==> src/rtl/td4_pkg.sv <==
// Shared encodings for the TD4 sequential controller: opcodes, datapath mux
// selects, FSM state codes and the decoded-control bundle.
package td4_pkg;

  localparam logic [3:0] OP_ADD_A_IM = 4'b0000;
  localparam logic [3:0] OP_MOV_A_B  = 4'b0001;
  localparam logic [3:0] OP_IN_A     = 4'b0010;
  localparam logic [3:0] OP_MOV_A_IM = 4'b0011;
  localparam logic [3:0] OP_MOV_B_A  = 4'b0100;
  localparam logic [3:0] OP_ADD_B_IM = 4'b0101;
  localparam logic [3:0] OP_IN_B     = 4'b0110;
  localparam logic [3:0] OP_MOV_B_IM = 4'b0111;
  localparam logic [3:0] OP_NOP_8    = 4'b1000;
  localparam logic [3:0] OP_OUT_B    = 4'b1001;
  localparam logic [3:0] OP_NOP_A    = 4'b1010;
  localparam logic [3:0] OP_OUT_IM   = 4'b1011;
  localparam logic [3:0] OP_JZ       = 4'b1100;
  localparam logic [3:0] OP_HALT     = 4'b1101;
  localparam logic [3:0] OP_JNC      = 4'b1110;
  localparam logic [3:0] OP_JMP      = 4'b1111;

  localparam logic [1:0] MUX_A    = 2'd0;
  localparam logic [1:0] MUX_B    = 2'd1;
  localparam logic [1:0] MUX_IN   = 2'd2;
  localparam logic [1:0] MUX_ZERO = 2'd3;

  localparam logic [1:0] ST_FETCH = 2'd0;
  localparam logic [1:0] ST_EXEC  = 2'd1;
  localparam logic [1:0] ST_HALT  = 2'd2;

  typedef struct packed {
    logic [1:0] mux_sel;
    logic       load_a;
    logic       load_b;
    logic       load_out;
    logic       load_pc;
    logic       inc_pc;
    logic       upd_flags;
    logic       is_halt;
  } dec_t;

  function automatic dec_t dec_idle();
    dec_t d;
    d         = '0;
    d.mux_sel = MUX_A;
    return d;
  endfunction

endpackage

==> src/rtl/td4_seq_ctrl_if.sv <==
// Controller-side bundle between program ROM, controller and datapath.
// The controller connects through 'master'; the ROM/datapath side through 'slave'.
interface td4_seq_ctrl_if #(
  parameter int DATA_W = 4
);
  logic              instr_valid;
  logic [DATA_W+3:0] instr;
  logic              instr_ready;
  logic              alu_carry;
  logic              alu_zero;
  logic [1:0]        mux_sel;
  logic [DATA_W-1:0] imm;
  logic              load_a;
  logic              load_b;
  logic              load_out;
  logic              load_pc;
  logic              inc_pc;
  logic              flag_c;
  logic              flag_z;
  logic              halted;

  modport master (
    input  instr_valid, instr, alu_carry, alu_zero,
    output instr_ready, mux_sel, imm, load_a, load_b, load_out,
           load_pc, inc_pc, flag_c, flag_z, halted
  );

  modport slave (
    output instr_valid, instr, alu_carry, alu_zero,
    input  instr_ready, mux_sel, imm, load_a, load_b, load_out,
           load_pc, inc_pc, flag_c, flag_z, halted
  );
endinterface

==> src/rtl/td4_op_decode.sv <==
// Combinational opcode decoder: opcode plus registered flags to mux select,
// load strobes, PC control, flag-update enable and halt request.
module td4_op_decode
  import td4_pkg::*;
#(
  parameter bit HALT_EN = 1'b1
) (
  input  logic [3:0] opcode_i,
  input  logic       flag_c_i,
  input  logic       flag_z_i,
  output dec_t       dec_o
);

  always_comb begin
    // NOTE: every output gets a default before the case so no path leaves one unassigned (no latch).
    dec_o = dec_idle();
    unique case (opcode_i)
      OP_ADD_A_IM: begin dec_o.mux_sel = MUX_A;    dec_o.load_a = 1'b1;   dec_o.upd_flags = 1'b1; end
      OP_MOV_A_B:  begin dec_o.mux_sel = MUX_B;    dec_o.load_a = 1'b1;   dec_o.upd_flags = 1'b1; end
      OP_IN_A:     begin dec_o.mux_sel = MUX_IN;   dec_o.load_a = 1'b1;   dec_o.upd_flags = 1'b1; end
      OP_MOV_A_IM: begin dec_o.mux_sel = MUX_ZERO; dec_o.load_a = 1'b1;   dec_o.upd_flags = 1'b1; end
      OP_MOV_B_A:  begin dec_o.mux_sel = MUX_A;    dec_o.load_b = 1'b1;   dec_o.upd_flags = 1'b1; end
      OP_ADD_B_IM: begin dec_o.mux_sel = MUX_B;    dec_o.load_b = 1'b1;   dec_o.upd_flags = 1'b1; end
      OP_IN_B:     begin dec_o.mux_sel = MUX_IN;   dec_o.load_b = 1'b1;   dec_o.upd_flags = 1'b1; end
      OP_MOV_B_IM: begin dec_o.mux_sel = MUX_ZERO; dec_o.load_b = 1'b1;   dec_o.upd_flags = 1'b1; end
      OP_OUT_B:    begin dec_o.mux_sel = MUX_B;    dec_o.load_out = 1'b1; dec_o.upd_flags = 1'b1; end
      OP_OUT_IM:   begin dec_o.mux_sel = MUX_ZERO; dec_o.load_out = 1'b1; dec_o.upd_flags = 1'b1; end
      OP_JNC:      begin dec_o.mux_sel = MUX_ZERO; dec_o.load_pc = ~flag_c_i; end
      OP_JZ:       begin dec_o.mux_sel = MUX_ZERO; dec_o.load_pc = flag_z_i;  end
      OP_JMP:      begin dec_o.mux_sel = MUX_ZERO; dec_o.load_pc = 1'b1;      end
      OP_HALT:     dec_o.is_halt = HALT_EN;
      OP_NOP_8, OP_NOP_A: ;
      default: ;
    endcase
    // The PC steps whenever it is not loaded, except when the core stops.
    dec_o.inc_pc = ~dec_o.load_pc & ~dec_o.is_halt;
  end

endmodule

==> src/rtl/td4_seq_ctrl.sv <==
// TD4 sequential controller: instruction register, FETCH/EXEC/HALT FSM and
// registered carry/zero flags; strobes are driven for one cycle in EXEC.
module td4_seq_ctrl
  import td4_pkg::*;
#(
  parameter int DATA_W  = 4,
  parameter bit HALT_EN = 1'b1
) (
  input  logic           clk,
  input  logic           reset,
  td4_seq_ctrl_if.master bus
);

  localparam int INSTR_W = DATA_W + 4;

  logic [1:0]         state_q, state_d;
  logic [INSTR_W-1:0] ir_q, ir_d;
  logic               flag_c_q, flag_c_d;
  logic               flag_z_q, flag_z_d;
  logic               in_exec;
  dec_t               dec;

  td4_op_decode #(
    .HALT_EN (HALT_EN)
  ) u_op_decode (
    .opcode_i (ir_q[INSTR_W-1:DATA_W]),
    .flag_c_i (flag_c_q),
    .flag_z_i (flag_z_q),
    .dec_o    (dec)
  );

  always_comb begin
    state_d  = state_q;
    ir_d     = ir_q;
    flag_c_d = flag_c_q;
    flag_z_d = flag_z_q;
    unique case (state_q)
      ST_FETCH: begin
        if (bus.instr_valid) begin
          ir_d    = bus.instr;
          state_d = ST_EXEC;
        end
      end
      ST_EXEC: begin
        if (dec.upd_flags) begin
          flag_c_d = bus.alu_carry;
          flag_z_d = bus.alu_zero;
        end
        state_d = dec.is_halt ? ST_HALT : ST_FETCH;
      end
      ST_HALT: ;
      default: state_d = ST_FETCH;
    endcase
  end

  // NOTE: state registers use non-blocking assignments so every flop samples pre-edge values.
  always_ff @(posedge clk) begin
    if (reset) begin
      state_q  <= ST_FETCH;
      ir_q     <= '0;
      flag_c_q <= 1'b0;
      flag_z_q <= 1'b0;
    end else begin
      state_q  <= state_d;
      ir_q     <= ir_d;
      flag_c_q <= flag_c_d;
      flag_z_q <= flag_z_d;
    end
  end

  assign in_exec = (state_q == ST_EXEC);

  assign bus.instr_ready = (state_q == ST_FETCH);
  assign bus.halted      = (state_q == ST_HALT);
  assign bus.mux_sel     = in_exec ? dec.mux_sel : MUX_A;
  assign bus.load_a      = in_exec & dec.load_a;
  assign bus.load_b      = in_exec & dec.load_b;
  assign bus.load_out    = in_exec & dec.load_out;
  assign bus.load_pc     = in_exec & dec.load_pc;
  assign bus.inc_pc      = in_exec & dec.inc_pc;
  assign bus.imm         = ir_q[DATA_W-1:0];
  assign bus.flag_c      = flag_c_q;
  assign bus.flag_z      = flag_z_q;

endmodule

==> src/flat_wrapper.sv <==
// flat-port wrapper written by rule: the top's interface ports become plain ports
module td4_seq_ctrl_flat import td4_pkg::*;
#(
  parameter int DATA_W  = 4,
  parameter bit HALT_EN = 1'b1
)
  (clk, reset, bus_instr_valid, bus_instr, bus_alu_carry, bus_alu_zero, bus_instr_ready, bus_mux_sel, bus_imm, bus_load_a, bus_load_b, bus_load_out, bus_load_pc, bus_inc_pc, bus_flag_c, bus_flag_z, bus_halted);
  td4_seq_ctrl_if #(.DATA_W(DATA_W)) bus_i ();
  input  logic clk;
  input  logic reset;
  input wire logic [$bits(bus_i.instr_valid)-1:0] bus_instr_valid;
  input wire logic [$bits(bus_i.instr)-1:0] bus_instr;
  input wire logic [$bits(bus_i.alu_carry)-1:0] bus_alu_carry;
  input wire logic [$bits(bus_i.alu_zero)-1:0] bus_alu_zero;
  output wire logic [$bits(bus_i.instr_ready)-1:0] bus_instr_ready;
  output wire logic [$bits(bus_i.mux_sel)-1:0] bus_mux_sel;
  output wire logic [$bits(bus_i.imm)-1:0] bus_imm;
  output wire logic [$bits(bus_i.load_a)-1:0] bus_load_a;
  output wire logic [$bits(bus_i.load_b)-1:0] bus_load_b;
  output wire logic [$bits(bus_i.load_out)-1:0] bus_load_out;
  output wire logic [$bits(bus_i.load_pc)-1:0] bus_load_pc;
  output wire logic [$bits(bus_i.inc_pc)-1:0] bus_inc_pc;
  output wire logic [$bits(bus_i.flag_c)-1:0] bus_flag_c;
  output wire logic [$bits(bus_i.flag_z)-1:0] bus_flag_z;
  output wire logic [$bits(bus_i.halted)-1:0] bus_halted;
  assign bus_i.instr_valid = bus_instr_valid;
  assign bus_i.instr = bus_instr;
  assign bus_i.alu_carry = bus_alu_carry;
  assign bus_i.alu_zero = bus_alu_zero;
  assign bus_instr_ready = bus_i.instr_ready;
  assign bus_mux_sel = bus_i.mux_sel;
  assign bus_imm = bus_i.imm;
  assign bus_load_a = bus_i.load_a;
  assign bus_load_b = bus_i.load_b;
  assign bus_load_out = bus_i.load_out;
  assign bus_load_pc = bus_i.load_pc;
  assign bus_inc_pc = bus_i.inc_pc;
  assign bus_flag_c = bus_i.flag_c;
  assign bus_flag_z = bus_i.flag_z;
  assign bus_halted = bus_i.halted;
  td4_seq_ctrl #(.DATA_W(DATA_W), .HALT_EN(HALT_EN)) u_core (.clk(clk), .reset(reset), .bus(bus_i));
endmodule
==> config.mk <==
export PLATFORM = sky130hd
export DESIGN_NAME = td4_seq_ctrl_flat
export DESIGN_NICKNAME = d
export VERILOG_FILES = /design/src/rtl/td4_pkg.sv /design/src/rtl/td4_seq_ctrl_if.sv /design/src/rtl/td4_op_decode.sv /design/src/rtl/td4_seq_ctrl.sv /design/src/flat_wrapper.sv
export SDC_FILE = /design/constraint.sdc
export NUM_CORES = 1
export LEC_CHECK = 0
export CAP_MARGIN = 5
export CORE_MARGIN = 2
export CORE_UTILIZATION = 38
export CTS_BUF_LIST = sky130_fd_sc_hd__clkbuf_4 sky130_fd_sc_hd__clkbuf_8 sky130_fd_sc_hd__clkbuf_16
export CTS_CLUSTER_DIAMETER = 50
export DETAILED_ROUTE_END_ITERATION = 16
export GPL_TIMING_DRIVEN = 0
export MAX_ROUTING_LAYER = met4
export PLACE_DENSITY = 0.73
export SETUP_SLACK_MARGIN = 0.4
export SYNTH_ARGS = -nofsm -noshare
export SYNTH_HDL_FRONTEND = slang
export SYNTH_HIERARCHICAL = 1
export SYNTH_SLANG_ARGS = --single-unit
==> constraint.sdc <==
create_clock -name clk -period 1.05 [get_ports clk]
set_input_delay 0.105 -clock clk [delete_from_list [all_inputs] [get_ports clk]]
set_output_delay 0.105 -clock clk [all_outputs]
set_load 0.005 [all_outputs]
After elaboration in Yosys (flattened, before gate mapping)
Index checks and enable logic that the tools add are counted.
{"block": "totals", "register_bits": 12, "inputBits": 13, "out_inout_bits": 15, "word_cells": 53}
{"block": "classes", "eq_ne": 16, "n_mux": 11, "bitwise": 10, "n_reduce_logical": 12}
{"cell": "$eq 4x4->1 const B", "count": 6}
{"cell": "$eq 4x3->1 const B", "count": 4}
{"cell": "$pmux 2 s3", "count": 2}
{"cell": "$reduce_or 10->1", "count": 1}
{"cell": "$eq 4x2->1 const B", "count": 2}
{"cell": "$reduce_or 4->1", "count": 2}
{"cell": "$and 1x1->1", "count": 6}
{"cell": "$mux 2", "count": 3}
{"cell": "$reduce_and 2->1", "count": 3}
{"cell": "$reduce_or 6->1", "count": 1}
{"cell": "$mux 1", "count": 5}
{"cell": "$eq 4x1->1 const B", "count": 1}
{"cell": "$logic_not 4->1", "count": 1}
{"cell": "$not 1->1", "count": 4}
{"cell": "$reduce_or 2->1", "count": 2}
{"cell": "$pmux 1 s3", "count": 1}
{"cell": "$reduce_or 3->1", "count": 1}
{"cell": "$eq 2x1->1 const B", "count": 1}
{"cell": "$eq 2x2->1 const B", "count": 1}
{"cell": "$logic_not 2->1", "count": 1}
{"cell": "$ne 2x2->1 const B", "count": 1}

Longest topological paths before layout
Gate-level depths: netlist of run 1.
{"block": "depth", "word_depth": 5, "ltp_mapped": 4, "ltp_nobuf": 4}

Modules after synthesis
Netlist of run 1, hierarchy kept.
{"module": "td4_seq_ctrl", "n_inst": 1, "cells_each": 65, "area_each_um2": 620.6, "seq_area_each_um2": 240.2}
{"module": "td4_op_decode", "n_inst": 1, "cells_each": 17, "area_each_um2": 122.6, "seq_area_each_um2": 0.0}

Worst setup path after synthesis of run 1
OpenSTA, ideal clock, no wires.
{"block": "synth_timing", "path_type": "register to output", "from": "register u_core.ir_q[4]", "to": "output port bus_mux_sel[1]", "arrival_time_ns": 0.952, "t_required_ns": 0.945, "path_slack_ns": -0.007, "path_stages_with_launch": 4, "path_buffers": 0, "cell_sequence": "dfxtp_1 nand2b_2 mux2_4 and2_1"}
{"item": "from (decl)", "line": "td4_seq_ctrl.sv:17", "rtl": "logic [INSTR_W-1:0] ir_q, ir_d;"}
{"item": "from (signal assigned)", "line": "td4_seq_ctrl.sv:65", "rtl": "ir_q <= ir_d;"}
{"item": "to (decl)", "line": "flat_wrapper.sv:16", "rtl": "output wire logic [$bits(bus_i.mux_sel)-1:0] bus_mux_sel;"}

==> flow_metrics.tcl, run 1 <==
set metrics [dict create \
    syn-num-nets 95 \
    grt_max_degree 11 \
    path_class "reg2out" \
    vias_per_cell 4.54 \
    final_area_mm2 0.00134 \
    crit_arrival_ns 1.31 \
    die_w_um 48.2 \
    dp_cells 134 \
    synthesis.area_um2 743 \
    first_pass_iters 4 \
    dp_hpwl_um 1050 \
    instances_no_fill 157 \
    cp_max_fo 4 \
    cp_slowest_stage_delay_ns 0.37 \
    drc 0 \
    power.share.switching_pct 24.6 \
    worstPathRequired_ns 0.94 \
    grt_pass1_vias 650 \
    insertion_delay_ns 0.27 \
    ios 28 \
    switchingPower_uw 299 \
    netlist_instances 82 \
    setup_viol 21 \
    gp_congestion 0.763 \
    ys_seq_elements 12 \
    clockRootBuffer "clkbuf_4" \
    nets 146 \
    ys.flop_type "dfxtp_1" \
    tightest_slew_ns 0.336 \
    p_per_area_mw_per_mm2 909 \
    outcome "finished with violations" \
    ys_seq_area_share_pct 32.3 \
    synth.area.top_cells "dfxtp_1 (32%), nand2b_1 (18%), mux2i_1 (13%)" \
    num_antenna_cells 0 \
    crit_path_start_kind "flop" \
    place.port_buffers 27 \
    async_reset_ff_share_pct 0 \
    finalCriticalPeriod_ns 1.42 \
    synth_edf_count 0 \
    leakage_uw 0.000612 \
    setup_slack_ns -0.366 \
    synthTopCellsByCount "nand2b_1 (21), dfxtp_1 (12), mux2i_1 (10)" \
    crit_slowest_cell "dfxtp_4" \
    slew-limit-headroom_pct 77.6 \
    hold_depth 3 \
    layout-drive-gt1-share_pct 53.0 \
    cts-htree-levels 1 \
    coreArea_mm2 0.00178 \
    antenna_found_initial 0 \
    grt_pass1_wl_um 2700 \
    p_int_uw 915 \
    vias 712 \
    r2r_slack_ns -0.16 \
    timing.final.crit_share_pct 135 \
    comb_power_share_pct 26.7 \
    rsz0062_at_grt "true" \
    drtIter0Drc 8 \
    rows 15 \
    hold_violations 0 \
    cts_inserted_buffers 3 \
    fill_cells 125 \
    grt_overflow 0 \
    die_h_um 48.2 \
    routedWlPerCell_um 11.4 \
    slew_violations 0 \
    synth_top_area_share_pct 32.3 \
    drt-total-wl_um 1790 \
    start_util_pct 41.7 \
    hold_class "in2reg" \
    crit_path_end_kind "output port" \
    synth_largest_area_cell "dfxtp_1" \
    r2r_cells 5 \
    drv_cap 0 \
    fmax_ghz 0.706 \
    syn_to_final_growth_pct 79.8 \
    yosysMostFrequentCell "nand2b_1" \
    clkSlewWorstSetupHoldPaths_ns 0.08 \
    ir_worst_vdd_mv 0.673 \
    ys_warn_count 6 \
    path_cells "buf_6, nand3b_1, o2111a_1, and2_1, buf_2" \
    violations "negative setup slack" \
    drtAntennaViolNets 0 \
    finClkSkew_ns 0.00596 \
    track_usage_pct 17.4 \
    cts.sinks 12 \
    seqPwrFrac_pct 42.3 \
    dieArea_mm2 0.00233 \
    max-clock-path-buffers 2 \
    clock_power_share_pct 31.0 \
    synth.distinct_cells 24 \
    avgSynthCellArea_um2 9.06 \
    place_area_mm2 0.00108 \
    cts_tree "yes" \
]
[sequential cells by signal, summed over array words and instances (netlist names)]
register	count
u_core/state_q	2
u_core/bus.flag_c	1
u_core/ir_q	8
u_core/bus.flag_z	1
[stage by stage]
stage / power, uW / hold slack [ns] / TNS [ns] / setup slack, ns / util, %
final: 1210 / 0.385 / -3.83 / -0.366 / 74.9
after global routing: 1280 / 0.376 / -5.20 / -0.447 / 74.9
after CTS: 1190 / 0.376 / -3.52 / -0.359 / 70.2
after detailed placement: 772 / 0.471 / -4.79 / -0.409 / 60.8
after floorplan: 659 / 0.249 / 0 / 0.0530 / -
after global placement: 768 / 0.463 / -4.71 / -0.403 / 60.8
[power by group through the flow]
| stage | registers [uW] | clock network [uW] | logic (uW) |
|---|---|---|---|
| after global routing | 517 | 413 | 350 |
| after global placement | 524 | 0 | 245 |
| final | 514 | 376 | 325 |
| after floorplan | 518 | 0 | 141 |
| after CTS | 511 | 386 | 293 |
| after detailed placement | 525 | 0 | 247 |
[cells by family (layout without fill, tap and decap cells)]
logic type	count (synthesis)	count (layout)	share of synthesized area, %
AOI/OAI and AO/OA	5	5	4.71
buffers and inverters	10	60	8.25
DFF	12	12	32.3
muxes	11	11	15.5
and+or+nand+nor	44	44	39.2
[worst paths after layout]
check	start	end
min	bus_instr[6]	u_core/ir_q[6]
max reg2reg	u_core/state_q[1]	u_core/ir_q[2]
min reg2reg	u_core/ir_q[3]	u_core/ir_q[3]
max	u_core/ir_q[4]	bus_load_pc
[layout make-up]
| type | count | area [um2] | area share (%) |
|---|---|---|---|
| Buffer | 8 | 75.1 | 5.62 |
| Inverter | 2 | 7.51 | 0.562 |
| Tap cell | 25 | 31.3 | 2.34 |
| Multi-Input combinational cell | 60 | 485 | 36.3 |
| Sequential cell | 12 | 268 | 20.0 |
| Clock buffer | 4 | 36.3 | 2.72 |
| Timing Repair Buffer | 46 | 433 | 32.4 |
[cell usage in the layout, fill, tap and decap left out]
master / instances
clkbuf_1: 2
a21oi_1: 2
buf_8: 1
and4b_1: 1
nand3b_1: 2
nor3b_4: 1
buf_2: 7
and2_4: 4
clkdlybuf4s50_1: 12
buf_4: 8
dfxtp_4: 5
clkbuf_4: 3
nor3b_2: 1
inv_1: 1
nand2b_4: 2
and2b_1: 1
and2b_2: 2
and2_1: 3
clkbuf_8: 1
buf_6: 24
nor2_1: 2
nor2b_1: 3
mux2i_1: 10
o311ai_1: 1
and3b_2: 1
nor2_4: 1
nand2b_1: 20
o2111a_1: 1
inv_2: 1
dfxtp_2: 7
mux2_4: 1
o21ai_1: 1
[critical path: cells and delay by family (launching register included)]
kind / cells / cell delay (ns)
flops: 1 / 0.37
simple gates: 2 / 0.30
buf+inv: 2 / 0.23
compound gates: 1 / 0.14
[routing by layer]
layer / vias up / global-route usage, % / share of wire, %
li1: 367 / - / -
met1: 321 / 19.1 / 45
met2: 22 / 28.4 / 50
met3: 2 / 5.19 / 4.4
met4: 0 / 8.65 / 0.84
met5: - / - / 0
[timing repair]
| item | 4_1_cts | 5_1_grt |
|---|---|---|
| buffers inserted | 12 | 5 |
| resized for setup | 89 | 11 |
| hold buffers | 0 | 0 |
| cloned | 1 | 1 |
| setup endpoints to repair | 27 | 27 |
| pin swaps | 8 | 6 |
| endpoints found under the hold margin | 0 | 0 |
Power figures use the tool's default switching activity.
==> run 2, diff against run 1 <==
Settings changed: ABC_AREA from default to 1, PLACE_DENSITY 0.73 to 0.74.
==> flow_metrics.tcl, run 2 <==
set metrics [dict create \
    max-clock-path-buffers 2 \
    setup_slack_ns -0.246 \
    place.port_buffers 26 \
    ir_worst_vdd_mv 0.823 \
    num_antenna_cells 0 \
    clockRootBuffer "clkbuf_4" \
    die_w_um 47.4 \
    drtAntennaViolNets 0 \
    slew-limit-headroom_pct 79.5 \
    insertion_delay_ns 0.27 \
    hold_class "in2reg" \
    drtIter0Drc 8 \
    first_pass_iters 4 \
    crit_path_end_kind "output port" \
    cts-htree-levels 1 \
    setup_viol 10 \
    coreArea_mm2 0.00175 \
    final_common_cell "buf_6" \
    antenna_found_initial 0 \
    grt_max_degree 11 \
    avgSynthCellArea_um2 6.05 \
    synth.distinct_cells 16 \
    syn-num-nets 131 \
    path_class "reg2out" \
    crit_path_start_kind "flop" \
    top_regs "u_core/ir_q x8, u_core/state_q x2" \
    clkSlewWorstSetupHoldPaths_ns 0.08 \
    cts_inserted_buffers 3 \
    synthesis.area_um2 714 \
    top_register "u_core/ir_q" \
    gp_congestion 0.788 \
    routedWlPerCell_um 12.1 \
    leakage_uw 0.000707 \
    dieArea_mm2 0.00224 \
    drt-total-wl_um 2360 \
    cts_tree "yes" \
    vias_per_cell 4.51 \
    synth.area.top_cells "dfxtp_1 (34%), nor2_1 (13%), inv_1 (13%)" \
    cts_hold_buf 0 \
    async_reset_ff_share_pct 0 \
    worstPathRequired_ns 0.94 \
    grt_overflow 0 \
    drc 0 \
    tightest_slew_ns 0.305 \
    grt_pass1_vias 788 \
    rows 15 \
    cts.sinks 12 \
    p_per_area_mw_per_mm2 973 \
    track_usage_pct 24.1 \
    nets 184 \
    outcome "finished with violations" \
    syn_to_final_growth_pct 99.5 \
    vias 879 \
    fmax_ghz 0.771 \
    slew_violations 0 \
    drv_cap 0 \
    ys_seq_area_share_pct 33.6 \
    finClkSkew_ns 0.00223 \
    hold_violations 0 \
    timing.final.crit_share_pct 123 \
    synthTopCellsByCount "nor2_1 (25), inv_1 (24), nand2_1 (21)" \
    largest_reg_flops 8 \
    layout-drive-gt1-share_pct 57.6 \
    ys_warn_count 6 \
    ios 28 \
    ys_seq_elements 12 \
    timing.hold.ws_ns 0.249 \
    rsz0062_at_grt "true" \
    fill_cells 107 \
    dp_hpwl_um 1170 \
    start_util_pct 40.9 \
    ys.flop_type "dfxtp_1" \
    finalCriticalPeriod_ns 1.30 \
    yosysMostFrequentCell "nor2_1" \
    cp_max_fo 3 \
    r2r_slack_ns -0.13 \
    netlist_instances 118 \
    setup_tns_ns -1.77 \
    grt_pass1_wl_um 3550 \
    synth_edf_count 0 \
    final_cell_mix "buf_6 (22), inv_1 (19), nor2_1 (19)" \
    crit_arrival_ns 1.19 \
    synth_largest_area_cell "dfxtp_1" \
    die_h_um 47.4 \
    violations "negative setup slack" \
    synth_top_area_share_pct 33.6 \
]
-- run 2: layout make-up --
cell class,count,area [um2],share of cell area [%]
Clock buffer,4,36.3,2.55
Multi-Input combinational cell,73,454,31.9
Sequential cell,12,268,18.8
Tap cell,25,31.3,2.19
Buffer,7,68.8,4.83
Inverter,26,100,7.02
Timing Repair Buffer,48,467,32.7
-- run 2: critical path: stages (launching register included) --
cell	delay (ns)
dfxtp_2	0.35
inv_2	0.06
nand2_4	0.08
nand3_2	0.08
nor2_2	0.12
inv_1	0.04
nor2_1	0.08
buf_2	0.11
-- run 2: path summary, 6_finish.rpt --
path                                      start                 to  cells after the start
worst min register to register   u_core/ir_q[3]     u_core/ir_q[3]                      2
worst min-delay path            bus_instr_valid     u_core/ir_q[0]                      4
worst max register to register   u_core/ir_q[6]  u_core/bus.flag_c                      7
worst max-delay path             u_core/ir_q[5]        bus_load_pc                      7
-- run 2: kinds of logic (layout without fill, tap and decap cells) --
family | after synthesis | in the layout | share of synthesized area, %
AOI/OAI and AO/OA | 12 | 12 | 8.41
and+or+nand+nor | 61 | 61 | 36.8
DFF | 12 | 12 | 33.6
buffers and inverters | 33 | 85 | 21.2
-- run 2: timing repair --
item                                    in CTS  in global routing
cloned                                       1                  0
buffers inserted                            18                  3
pin swaps                                   12                  6
endpoints found under the setup margin      27                 27
resized for setup                          119                 14
-- run 2: report_power, final --
group	leakage (uW)	switching (uW)	total, uW	internal (uW)
clock network	0.0000210	160	370	211
logic	0.000582	213	489	276
registers	0.000105	37.6	527	490
total	0.000707	410	1390	976
-- run 2: per-stage QoR --
stage / util [%] / setup WS, ns / power, uW / cell area, um2 / instances
floorplan: - / 0.157 / 696 / 739 / 118
global placement: 59.1 / -0.345 / 816 / 1030 / 169
detailed placement: 59.1 / -0.386 / 824 / 1030 / 169
CTS: 78.0 / -0.273 / 1330 / 1360 / 192
global route: 81.6 / -0.349 / 1470 / 1430 / 195
finish: 81.6 / -0.246 / 1390 / 1430 / 195
-- run 2: routing by layer --
metal	wire (um)	vias to the layer above	track usage, %	part of all wire [%]
met5	0	-	-	0
met4	78	0	10.0	3.3
met3	107	8	3.08	4.5
met2	1190	30	41.9	51
met1	981	388	27.3	42
li1	-	453	-	-
